`config.mk`:
```
export PLATFORM = sky130hd
export DESIGN_NAME = pipe_lane_ctrl_flat
export DESIGN_NICKNAME = d
export VERILOG_FILES = /design/src/rtl/pipe_pkg.sv /design/src/rtl/pipe_lane_ctrl_if.sv /design/src/rtl/pipe_lane_tracker.sv /design/src/rtl/pipe_lane_ctrl.sv /design/src/flat_wrapper.sv
export SDC_FILE = /design/constraint.sdc
export NUM_CORES = 1
export LEC_CHECK = 0
export ABC_CLOCK_PERIOD_IN_PS = 1800
export CORE_AREA = 2 2 74 76
export DETAILED_ROUTE_END_ITERATION = 10
export DIE_AREA = 0 0 76 78
export HOLD_SLACK_MARGIN = 0.15
export PLACE_DENSITY = 0.75
export SYNTH_ARGS = -nofsm -noshare
export SYNTH_HDL_FRONTEND = slang
export SYNTH_SLANG_ARGS = --single-unit
```
`constraint.sdc`:
```
create_clock -name pclk -period 1.8 [get_ports pclk]
set_input_delay 0.36 -clock pclk [delete_from_list [all_inputs] [get_ports pclk]]
set_output_delay 0.36 -clock pclk [all_outputs]
set_load 0.05 [all_outputs]
```
`src/rtl/pipe_pkg.sv`:
```
// pipe_pkg: shared LTSSM substate codes, PowerDown encodings, RxStatus codes and FSM states.
package pipe_pkg;
    typedef enum logic [4:0] {
        SS_DETECT_QUIET  = 5'd0,
        SS_DETECT_ACTIVE = 5'd1,
        SS_POLLING       = 5'd2,
        SS_CONFIG        = 5'd3,
        SS_L0            = 5'd4,
        SS_IDLE          = 5'd5
    } substate_e;

    typedef enum logic [3:0] {
        PD_P0  = 4'd0,
        PD_P0S = 4'd1,
        PD_P1  = 4'd2,
        PD_P2  = 4'd3
    } pd_e;

    localparam logic [2:0] RXSTAT_RX_PRESENT = 3'b011;

    typedef enum logic [1:0] {
        ST_IDLE,
        ST_PD_WAIT,
        ST_DETECT
    } state_e;
endpackage

```
`src/rtl/pipe_lane_ctrl_if.sv`:
```
// pipe_lane_ctrl_if: LTSSM/PHY-facing PIPE control signals; slave is the controller.
interface pipe_lane_ctrl_if #(parameter int LANES = 4);
    logic [4:0]         substate;
    logic [3:0]         pd_target;
    logic [LANES-1:0]   lane_mask;
    logic               elec_idle_req;
    logic               detect_req;
    logic [LANES-1:0]   PhyStatus;
    logic [3*LANES-1:0] RxStatus;
    logic [LANES-1:0]   RxStandbyRequest;
    logic               TxDetectRx_Loopback;
    logic [3:0]         PowerDown;
    logic [LANES-1:0]   TxElecIdle;
    logic [LANES-1:0]   RxStandby;
    logic               detect_done;
    logic [LANES-1:0]   detect_lanes;
    logic               pd_done;
    logic               timeout_err;

    modport master (
        output substate, pd_target, lane_mask, elec_idle_req, detect_req, PhyStatus, RxStatus, RxStandbyRequest,
        input  TxDetectRx_Loopback, PowerDown, TxElecIdle, RxStandby, detect_done, detect_lanes, pd_done, timeout_err
    );
    modport slave (
        input  substate, pd_target, lane_mask, elec_idle_req, detect_req, PhyStatus, RxStatus, RxStandbyRequest,
        output TxDetectRx_Loopback, PowerDown, TxElecIdle, RxStandby, detect_done, detect_lanes, pd_done, timeout_err
    );
endinterface

```
`src/rtl/pipe_lane_tracker.sv`:
```
// pipe_lane_tracker: per-lane handshake seen flag, detect result, TxElecIdle and RxStandby.
module pipe_lane_tracker
    import pipe_pkg::*;
(
    input  logic       clk,
    input  logic       rst,
    input  logic       clr_seen_i,
    input  logic       clr_det_i,
    input  logic       set_pd_i,
    input  logic       set_det_i,
    input  logic       en_q_i,
    input  logic       en_i,
    input  logic       phy_i,
    input  logic [2:0] rx_status_i,
    input  logic       standby_req_i,
    input  logic       force_idle_i,
    output logic       seen_o,
    output logic       present_o,
    output logic       tx_elec_idle_o,
    output logic       rx_standby_o
);
    logic seen_q, seen_d, present_q, present_d, ei_q, ei_d, sb_q, sb_d, hit;

    assign hit = phy_i & en_q_i;

    always_comb begin
        seen_d    = clr_seen_i ? 1'b0 : (hit & (set_pd_i | set_det_i)) ? 1'b1 : seen_q;
        // only the first response of a lane counts toward its detect result
        present_d = clr_det_i ? 1'b0 : (hit & set_det_i & ~seen_q) ? (rx_status_i == RXSTAT_RX_PRESENT) : present_q;
        ei_d      = force_idle_i | ~en_i;
        sb_d      = ~en_i | standby_req_i;
    end

    always_ff @(posedge clk) begin
        if (rst) begin
            seen_q    <= 1'b0;
            present_q <= 1'b0;
            ei_q      <= 1'b1;
            sb_q      <= 1'b0;
        end else begin
            seen_q    <= seen_d;
            present_q <= present_d;
            ei_q      <= ei_d;
            sb_q      <= sb_d;
        end
    end

    assign seen_o         = seen_q;
    assign present_o      = present_q;
    assign tx_elec_idle_o = ei_q;
    assign rx_standby_o   = sb_q;
endmodule

```
`src/rtl/pipe_lane_ctrl.sv`:
```
// pipe_lane_ctrl: multi-lane PIPE control with PowerDown and receiver-detect handshakes
// supervised by a shared saturating timer.
module pipe_lane_ctrl
    import pipe_pkg::*;
#(
    parameter int LANES          = 4,
    parameter int DETECT_TIMEOUT = 1024,
    parameter int PD_TIMEOUT     = 256
) (
    input  logic pclk,
    input  logic reset,
    pipe_lane_ctrl_if.slave pipe
);
    localparam int TMAX = (DETECT_TIMEOUT > PD_TIMEOUT) ? DETECT_TIMEOUT : PD_TIMEOUT;
    localparam int TW   = $clog2(TMAX + 1);

    state_e           state_q, state_d;
    logic [3:0]       pd_q, pd_d, tgt;
    logic [LANES-1:0] mask_q, mask_d, seen, present, tx_ei, rx_sb;
    logic [TW-1:0]    timer_q, timer_d;
    logic             txdet_q, txdet_d, pd_done_q, pd_done_d, det_done_q, det_done_d, to_q, to_d;
    logic             force_idle, pd_start, det_start, in_pd, in_det, all_seen, t_pd, t_det;

    assign force_idle = pipe.elec_idle_req | (pipe.substate <= 5'd1);
    assign tgt        = (pipe.substate <= 5'd1) ? PD_P1 : pipe.pd_target;
    assign pd_start   = (state_q == ST_IDLE) && (tgt != pd_q);
    assign det_start  = (state_q == ST_IDLE) && !pd_start && pipe.detect_req && (pd_q == PD_P1);
    assign in_pd      = state_q == ST_PD_WAIT;
    assign in_det     = state_q == ST_DETECT;
    // current-cycle PhyStatus counts, so completion lands one cycle after the last strobe
    assign all_seen   = &(seen | (pipe.PhyStatus & mask_q) | ~mask_q);
    assign t_pd       = timer_q == TW'(PD_TIMEOUT - 1);
    assign t_det      = timer_q == TW'(DETECT_TIMEOUT - 1);

    always_ff @(posedge pclk) begin
        if (reset) state_q <= ST_IDLE;
        else       state_q <= state_d;
    end

    always_comb begin
        state_d = state_q;
        case (state_q)
            ST_IDLE:    state_d = pd_start ? ST_PD_WAIT : det_start ? ST_DETECT : ST_IDLE;
            ST_PD_WAIT: state_d = (all_seen || t_pd) ? ST_IDLE : ST_PD_WAIT;
            ST_DETECT:  state_d = (all_seen || t_det) ? ST_IDLE : ST_DETECT;
            default:    state_d = ST_IDLE;
        endcase
    end

    always_comb begin
        pd_d       = pd_start ? tgt : pd_q;
        mask_d     = (pd_start || det_start) ? pipe.lane_mask : mask_q;
        timer_d    = (pd_start || det_start) ? '0 : (timer_q == TW'(TMAX)) ? timer_q : timer_q + 1'b1;
        pd_done_d  = in_pd && all_seen;
        det_done_d = in_det && (all_seen || t_det);
        to_d       = !all_seen && ((in_pd && t_pd) || (in_det && t_det));
        txdet_d    = det_start ? 1'b1 : det_done_d ? 1'b0 : txdet_q;
    end

    always_ff @(posedge pclk) begin
        if (reset) begin
            pd_q       <= PD_P1;
            mask_q     <= '0;
            timer_q    <= '0;
            txdet_q    <= 1'b0;
            pd_done_q  <= 1'b0;
            det_done_q <= 1'b0;
            to_q       <= 1'b0;
        end else begin
            pd_q       <= pd_d;
            mask_q     <= mask_d;
            timer_q    <= timer_d;
            txdet_q    <= txdet_d;
            pd_done_q  <= pd_done_d;
            det_done_q <= det_done_d;
            to_q       <= to_d;
        end
    end

    for (genvar i = 0; i < LANES; i++) begin : g_lane
        pipe_lane_tracker u_trk (
            .clk            (pclk),
            .rst            (reset),
            .clr_seen_i     (pd_start | det_start),
            .clr_det_i      (det_start),
            .set_pd_i       (in_pd),
            .set_det_i      (in_det),
            .en_q_i         (mask_q[i]),
            .en_i           (pipe.lane_mask[i]),
            .phy_i          (pipe.PhyStatus[i]),
            .rx_status_i    (pipe.RxStatus[3*i +: 3]),
            .standby_req_i  (pipe.RxStandbyRequest[i]),
            .force_idle_i   (force_idle),
            .seen_o         (seen[i]),
            .present_o      (present[i]),
            .tx_elec_idle_o (tx_ei[i]),
            .rx_standby_o   (rx_sb[i])
        );
    end

    assign pipe.TxDetectRx_Loopback = txdet_q;
    assign pipe.PowerDown           = pd_q;
    assign pipe.TxElecIdle          = tx_ei;
    assign pipe.RxStandby           = rx_sb;
    assign pipe.detect_done         = det_done_q;
    assign pipe.detect_lanes        = present;
    assign pipe.pd_done             = pd_done_q;
    assign pipe.timeout_err         = to_q;
endmodule

```
`src/flat_wrapper.sv`:
```
// flat-port wrapper written by rule: the top's interface ports become plain ports
module pipe_lane_ctrl_flat import pipe_pkg::*;
#(
    parameter int LANES          = 4,
    parameter int DETECT_TIMEOUT = 1024,
    parameter int PD_TIMEOUT     = 256
)
  (pclk, reset, pipe_substate, pipe_pd_target, pipe_lane_mask, pipe_elec_idle_req, pipe_detect_req, pipe_PhyStatus, pipe_RxStatus, pipe_RxStandbyRequest, pipe_TxDetectRx_Loopback, pipe_PowerDown, pipe_TxElecIdle, pipe_RxStandby, pipe_detect_done, pipe_detect_lanes, pipe_pd_done, pipe_timeout_err);
  pipe_lane_ctrl_if #(.LANES(LANES)) pipe_i ();
  input  logic pclk;
  input  logic reset;
  input wire logic [$bits(pipe_i.substate)-1:0] pipe_substate;
  input wire logic [$bits(pipe_i.pd_target)-1:0] pipe_pd_target;
  input wire logic [$bits(pipe_i.lane_mask)-1:0] pipe_lane_mask;
  input wire logic [$bits(pipe_i.elec_idle_req)-1:0] pipe_elec_idle_req;
  input wire logic [$bits(pipe_i.detect_req)-1:0] pipe_detect_req;
  input wire logic [$bits(pipe_i.PhyStatus)-1:0] pipe_PhyStatus;
  input wire logic [$bits(pipe_i.RxStatus)-1:0] pipe_RxStatus;
  input wire logic [$bits(pipe_i.RxStandbyRequest)-1:0] pipe_RxStandbyRequest;
  output wire logic [$bits(pipe_i.TxDetectRx_Loopback)-1:0] pipe_TxDetectRx_Loopback;
  output wire logic [$bits(pipe_i.PowerDown)-1:0] pipe_PowerDown;
  output wire logic [$bits(pipe_i.TxElecIdle)-1:0] pipe_TxElecIdle;
  output wire logic [$bits(pipe_i.RxStandby)-1:0] pipe_RxStandby;
  output wire logic [$bits(pipe_i.detect_done)-1:0] pipe_detect_done;
  output wire logic [$bits(pipe_i.detect_lanes)-1:0] pipe_detect_lanes;
  output wire logic [$bits(pipe_i.pd_done)-1:0] pipe_pd_done;
  output wire logic [$bits(pipe_i.timeout_err)-1:0] pipe_timeout_err;
  assign pipe_i.substate = pipe_substate;
  assign pipe_i.pd_target = pipe_pd_target;
  assign pipe_i.lane_mask = pipe_lane_mask;
  assign pipe_i.elec_idle_req = pipe_elec_idle_req;
  assign pipe_i.detect_req = pipe_detect_req;
  assign pipe_i.PhyStatus = pipe_PhyStatus;
  assign pipe_i.RxStatus = pipe_RxStatus;
  assign pipe_i.RxStandbyRequest = pipe_RxStandbyRequest;
  assign pipe_TxDetectRx_Loopback = pipe_i.TxDetectRx_Loopback;
  assign pipe_PowerDown = pipe_i.PowerDown;
  assign pipe_TxElecIdle = pipe_i.TxElecIdle;
  assign pipe_RxStandby = pipe_i.RxStandby;
  assign pipe_detect_done = pipe_i.detect_done;
  assign pipe_detect_lanes = pipe_i.detect_lanes;
  assign pipe_pd_done = pipe_i.pd_done;
  assign pipe_timeout_err = pipe_i.timeout_err;
  pipe_lane_ctrl #(.LANES(LANES), .DETECT_TIMEOUT(DETECT_TIMEOUT), .PD_TIMEOUT(PD_TIMEOUT)) u_core (.pclk(pclk), .reset(reset), .pipe(pipe_i));
endmodule
```
==> flow_summary.rst <==
.. list-table::
   :header-rows: 1

   * - Metric
     - Value
   * - Clock Sinks
     - 41
   * - Average detailed-routed wire length per instance
     - around 12 um
   * - IR Drop Worst-Case VDD
     - slightly below 300 uV
   * - I/O Pins
     - 57
   * - Aggregate global-route resource usage
     - around 15%
   * - Fraction of registers with async set/reset
     - 0%
   * - Wire length of the first global-routing pass
     - about 7.3 mm
   * - TritonRoute pass-1 iters
     - 4
   * - Remaining antenna violation count
     - 0
   * - Share of the yosys chip area belonging to registers
     - 40.9%
   * - Number of buffers inserted for hold repair after clock tree synthesis
     - 0
   * - Worst Hold Class
     - flop to flop
   * - Remaining routing DRC violations
     - 0
   * - Crit path cell chain
     - clkdlybuf4s50_1
   * - Number of I/O port buffers
     - 55
   * - Most frequent cell after synthesis
     - sky130_fd_sc_hd__dfxtp_1
   * - Post-synthesis to final-layout area growth
     - 39.2%
   * - CTS Root Cell
     - sky130_fd_sc_hd__clkbuf_8
   * - Vias per inst
     - between 4 and 5
   * - Maximum level of the CTS H-tree
     - 2
   * - Synth top area cells
     - sky130_fd_sc_hd__dfxtp_1 41%, sky130_fd_sc_hd__nor3_2 5.0%, sky130_fd_sc_hd__buf_4 4.5%
   * - Upper clock frequency limit
     - 570 MHz
   * - # diodes
     - 0
   * - Slowest stage cell on the critical path
     - sky130_fd_sc_hd__clkdlybuf4s50_1
   * - Number of enable flip-flop cells after synthesis
     - 0
   * - Number of rows in the core area
     - 26
   * - Initial core utilization
     - 39.8%
   * - Final-report max-slew violation count
     - 0
   * - Crit-path max cell delay
     - ~0.79 ns
   * - Cell type with the largest total area after synthesis
     - sky130_fd_sc_hd__dfxtp_1
   * - Worst slack after detailed placement
     - -0.529 ns
   * - Final critical delay including setup and external delays
     - between 1.5 and 2 ns
   * - RD Place Congestion
     - 0.792
   * - Most used flip-flop cell after synthesis
     - sky130_fd_sc_hd__dfxtp_1
   * - Synthesized netlist cell count
     - between 200 and 250
   * - Post-CTS setup buffers
     - 0
   * - Top routing layer in use
     - met4
   * - Leakage power
     - around 1.1 nW
   * - Transition time at the pin with the least slew margin
     - about 0.65 ns
   * - Seq cells post-synth
     - 41
   * - Mapped cell area
     - 2010 sq um
   * - Setup Viol. Count Final
     - 0
   * - Clock latency of the later-clocked register in the worst-skew pair
     - roughly 0.3 ns
   * - Critical Path Source Type
     - flop
   * - Count of cell types in the netlist
     - 43
   * - Fraction of the cycle the final worst path needs
     - a little over nine tenths
   * - Die H
     - around 80 um
   * - Half-perimeter wire length of the detailed placement result
     - roughly 3.2 mm
   * - Core region area
     - slightly above 5000 sq um
   * - M1 wire length
     - around 1.9 mm
   * - Tightest slew margin relative to the limit
     - approximately 56%
   * - Number of clock buffers inserted by TritonCTS
     - 5
   * - Power density relative to cell area
     - around 800 nW/um^2
   * - Number of max-capacitance violations reported
     - 0
   * - Number of buffer and inverter instances along the worst setup path
     - 1
   * - Minimum hold slack
     - about 0.5 ns
   * - Worst EP arrival
     - 1.39 ns
   * - Largest net degree at the start of global routing
     - 31
   * - Required time at the endpoint of the critical path
     - approximately 1.4 ns
   * - Die width
     - 76 um
   * - Antenna violations before repair
     - 0
   * - Fraction of post-synthesis cell area in the top cell type by area
     - 40.9%
   * - Top Family by Delay on Critical Path
     - buffers and inverters
   * - RSZ-0062 raised after global routing
     - false
   * - Final critical-path setup slack
     - about 0.046 ns
   * - Total count of hold-check failures in the final report
     - 0
   * - Via count of the first global-routing pass
     - ~1600
   * - Kind of capture point of the worst setup path
     - output pin
   * - Die Footprint
     - slightly below 6000 sq um
   * - Average cell area after synthesis
     - between 9 and 10 sq um
   * - Detail Route met2 WL
     - between 2 and 2.5 mm
   * - Number of buffers on the longest clock path
     - 2
   * - Largest driver fanout on the critical path
     - 1
   * - YS warnings
     - 0
   * - Outcome
     - finished clean
   * - Aggregate routed wire length
     - between 4 and 5 mm
   * - Aggregate global routing overflow
     - 0
   * - Ratio of cells with drive above 1 in the final layout
     - 26.2%
   * - CTS tree
     - built
   * - Post-CTS clock slew at the launch and capture registers of the worst setup and hold paths
     - roughly 0.08 ns
   * - Crit path kind
     - flop to output pin
   * - Worst-case clock skew
     - approximately 0.0097 ns
   * - Via Count
     - ~1700
   * - Met3 wirelength from detailed routing
     - about 230 um
   * - Syn Nets
     - 258
   * - Top cell types by occurrence after synthesis
     - 41 x sky130_fd_sc_hd__dfxtp_1, 24 x sky130_fd_sc_hd__nand2_1, 14 x sky130_fd_sc_hd__a21oi_1
   * - Final-stage net count
     - 321
   * - First DRT Iteration DRCs
     - 104
## final timing paths
kind,slack [ns],startpoint,cells past startpoint,end
max,0.05,u_core.g_lane[3].u_trk.tx_elec_idle_o$_SDFF_PP1_,1,pipe_TxElecIdle[3]
min,0.49,u_core.pipe.TxDetectRx_Loopback$_SDFFE_PP0P_,2,u_core.pipe.TxDetectRx_Loopback$_SDFFE_PP0P_
max reg2reg,0.08,u_core.timer_q[1]$_SDFFE_PP0P_,6,u_core.state_q[0]$_SDFF_PP0_
min reg2reg,0.49,u_core.pipe.TxDetectRx_Loopback$_SDFFE_PP0P_,2,u_core.pipe.TxDetectRx_Loopback$_SDFFE_PP0P_
## through the flow
stage | TNS [ns] | total power, mW | std cells | util [%] | instance area (sq um)
after floorplan | 0 | 1.29 | 215 | - | 2020
after global placement | -11.43 | 1.48 | 341 | 52.6 | 2650
after detailed placement | -12.67 | 1.48 | 341 | 52.6 | 2650
after CTS | 0 | 2.25 | 349 | 55.2 | 2780
after global routing | 0 | 2.34 | 349 | 55.4 | 2790
final | 0 | 2.24 | 349 | 55.4 | 2790
## final cells by class
type,instances,area (sq um)
repair buffers,72,653
multi-input cells,146,1060
clock inverters,2,37.5
well taps,70,87.6
fillers,460,2250
clock buffers,6,82.6
flip-flops and latches,41,825
inverters,12,45.0
## flip-flops by register name (all words and copies together) (netlist names)
| name | count |
|---|---|
| u_core.state_q | 2 |
| u_core.g_lane.u_trk.rx_standby_o | 4 |
| u_core.pipe.detect_done | 1 |
| u_core.g_lane.u_trk.present_o | 4 |
| u_core.pipe.PowerDown | 4 |
| u_core.g_lane.u_trk.seen_o | 4 |
| u_core.timer_q | 11 |
| u_core.pipe.TxDetectRx_Loopback | 1 |
| u_core.pipe.timeout_err | 1 |
| u_core.g_lane.u_trk.tx_elec_idle_o | 4 |
| u_core.pipe.pd_done | 1 |
| u_core.mask_q | 4 |
## kinds of logic (layout without fill, tap and decap cells)
logic type	count (synthesis)	count (layout)	share of synthesized area, %
AOI/OAI and AO/OA	32	32	13.1
xor gates and xnor gates	11	11	4.80
adders and majority gates	6	6	3.74
buffers and inverters	28	92	7.86
DFF	41	41	40.9
muxes	6	6	3.12
and+or+nand+nor	91	91	26.5
## metal layers
| layer | vias up | track usage [%] |
|---|---|---|
| li1 | 870 | - |
| met1 | 747 | 17.4 |
| met2 | 32 | 26.1 |
| met3 | 5 | 4.88 |
| met4 | 0 | 5.45 |
| met5 | - | 0 |
## power breakdown
part           internal [mW]  total, mW  switching (mW)
clock network          0.451      0.770           0.320
registers              0.948      0.980          0.0323
logic                  0.219      0.485           0.265
## layout by cell type, fill, tap and decap left out, types with 2 or more instances in the layout
master and count:
sky130_fd_sc_hd__inv_1 11, sky130_fd_sc_hd__a21oi_1 13, sky130_fd_sc_hd__a31oi_1 4, sky130_fd_sc_hd__o21ai_0 4, sky130_fd_sc_hd__xor2_1 4, sky130_fd_sc_hd__nor3_1 13, sky130_fd_sc_hd__nand3_1 4, sky130_fd_sc_hd__and3_1 3
sky130_fd_sc_hd__o41ai_4 2, sky130_fd_sc_hd__nand4_1 2, sky130_fd_sc_hd__clkbuf_8 6, sky130_fd_sc_hd__nor3b_1 4, sky130_fd_sc_hd__buf_4 31, sky130_fd_sc_hd__dfxtp_1 38, sky130_fd_sc_hd__mux2_2 2, sky130_fd_sc_hd__nor2b_1 2
sky130_fd_sc_hd__nor2_1 12, sky130_fd_sc_hd__clkbuf_2 2, sky130_fd_sc_hd__xnor2_1 7, sky130_fd_sc_hd__dlygate4sd2_1 2, sky130_fd_sc_hd__buf_12 2, sky130_fd_sc_hd__clkdlybuf4s50_1 34, sky130_fd_sc_hd__nor3_2 10, sky130_fd_sc_hd__nand4b_1 5
sky130_fd_sc_hd__nor4_1 2, sky130_fd_sc_hd__ha_1 5, sky130_fd_sc_hd__dfxtp_2 3, sky130_fd_sc_hd__or2_2 2, sky130_fd_sc_hd__mux2i_1 4, sky130_fd_sc_hd__nand2_1 24
## repair_timing
| item | CTS | global route |
|---|---|---|
| gates resized for setup | 6 | 9 |
| endpoints found under the hold margin | 0 | 0 |
| endpoints found under the setup margin | 28 | 14 |
| pin swaps | 1 | 3 |
No activity file was read; power rests on OpenSTA's default activity.
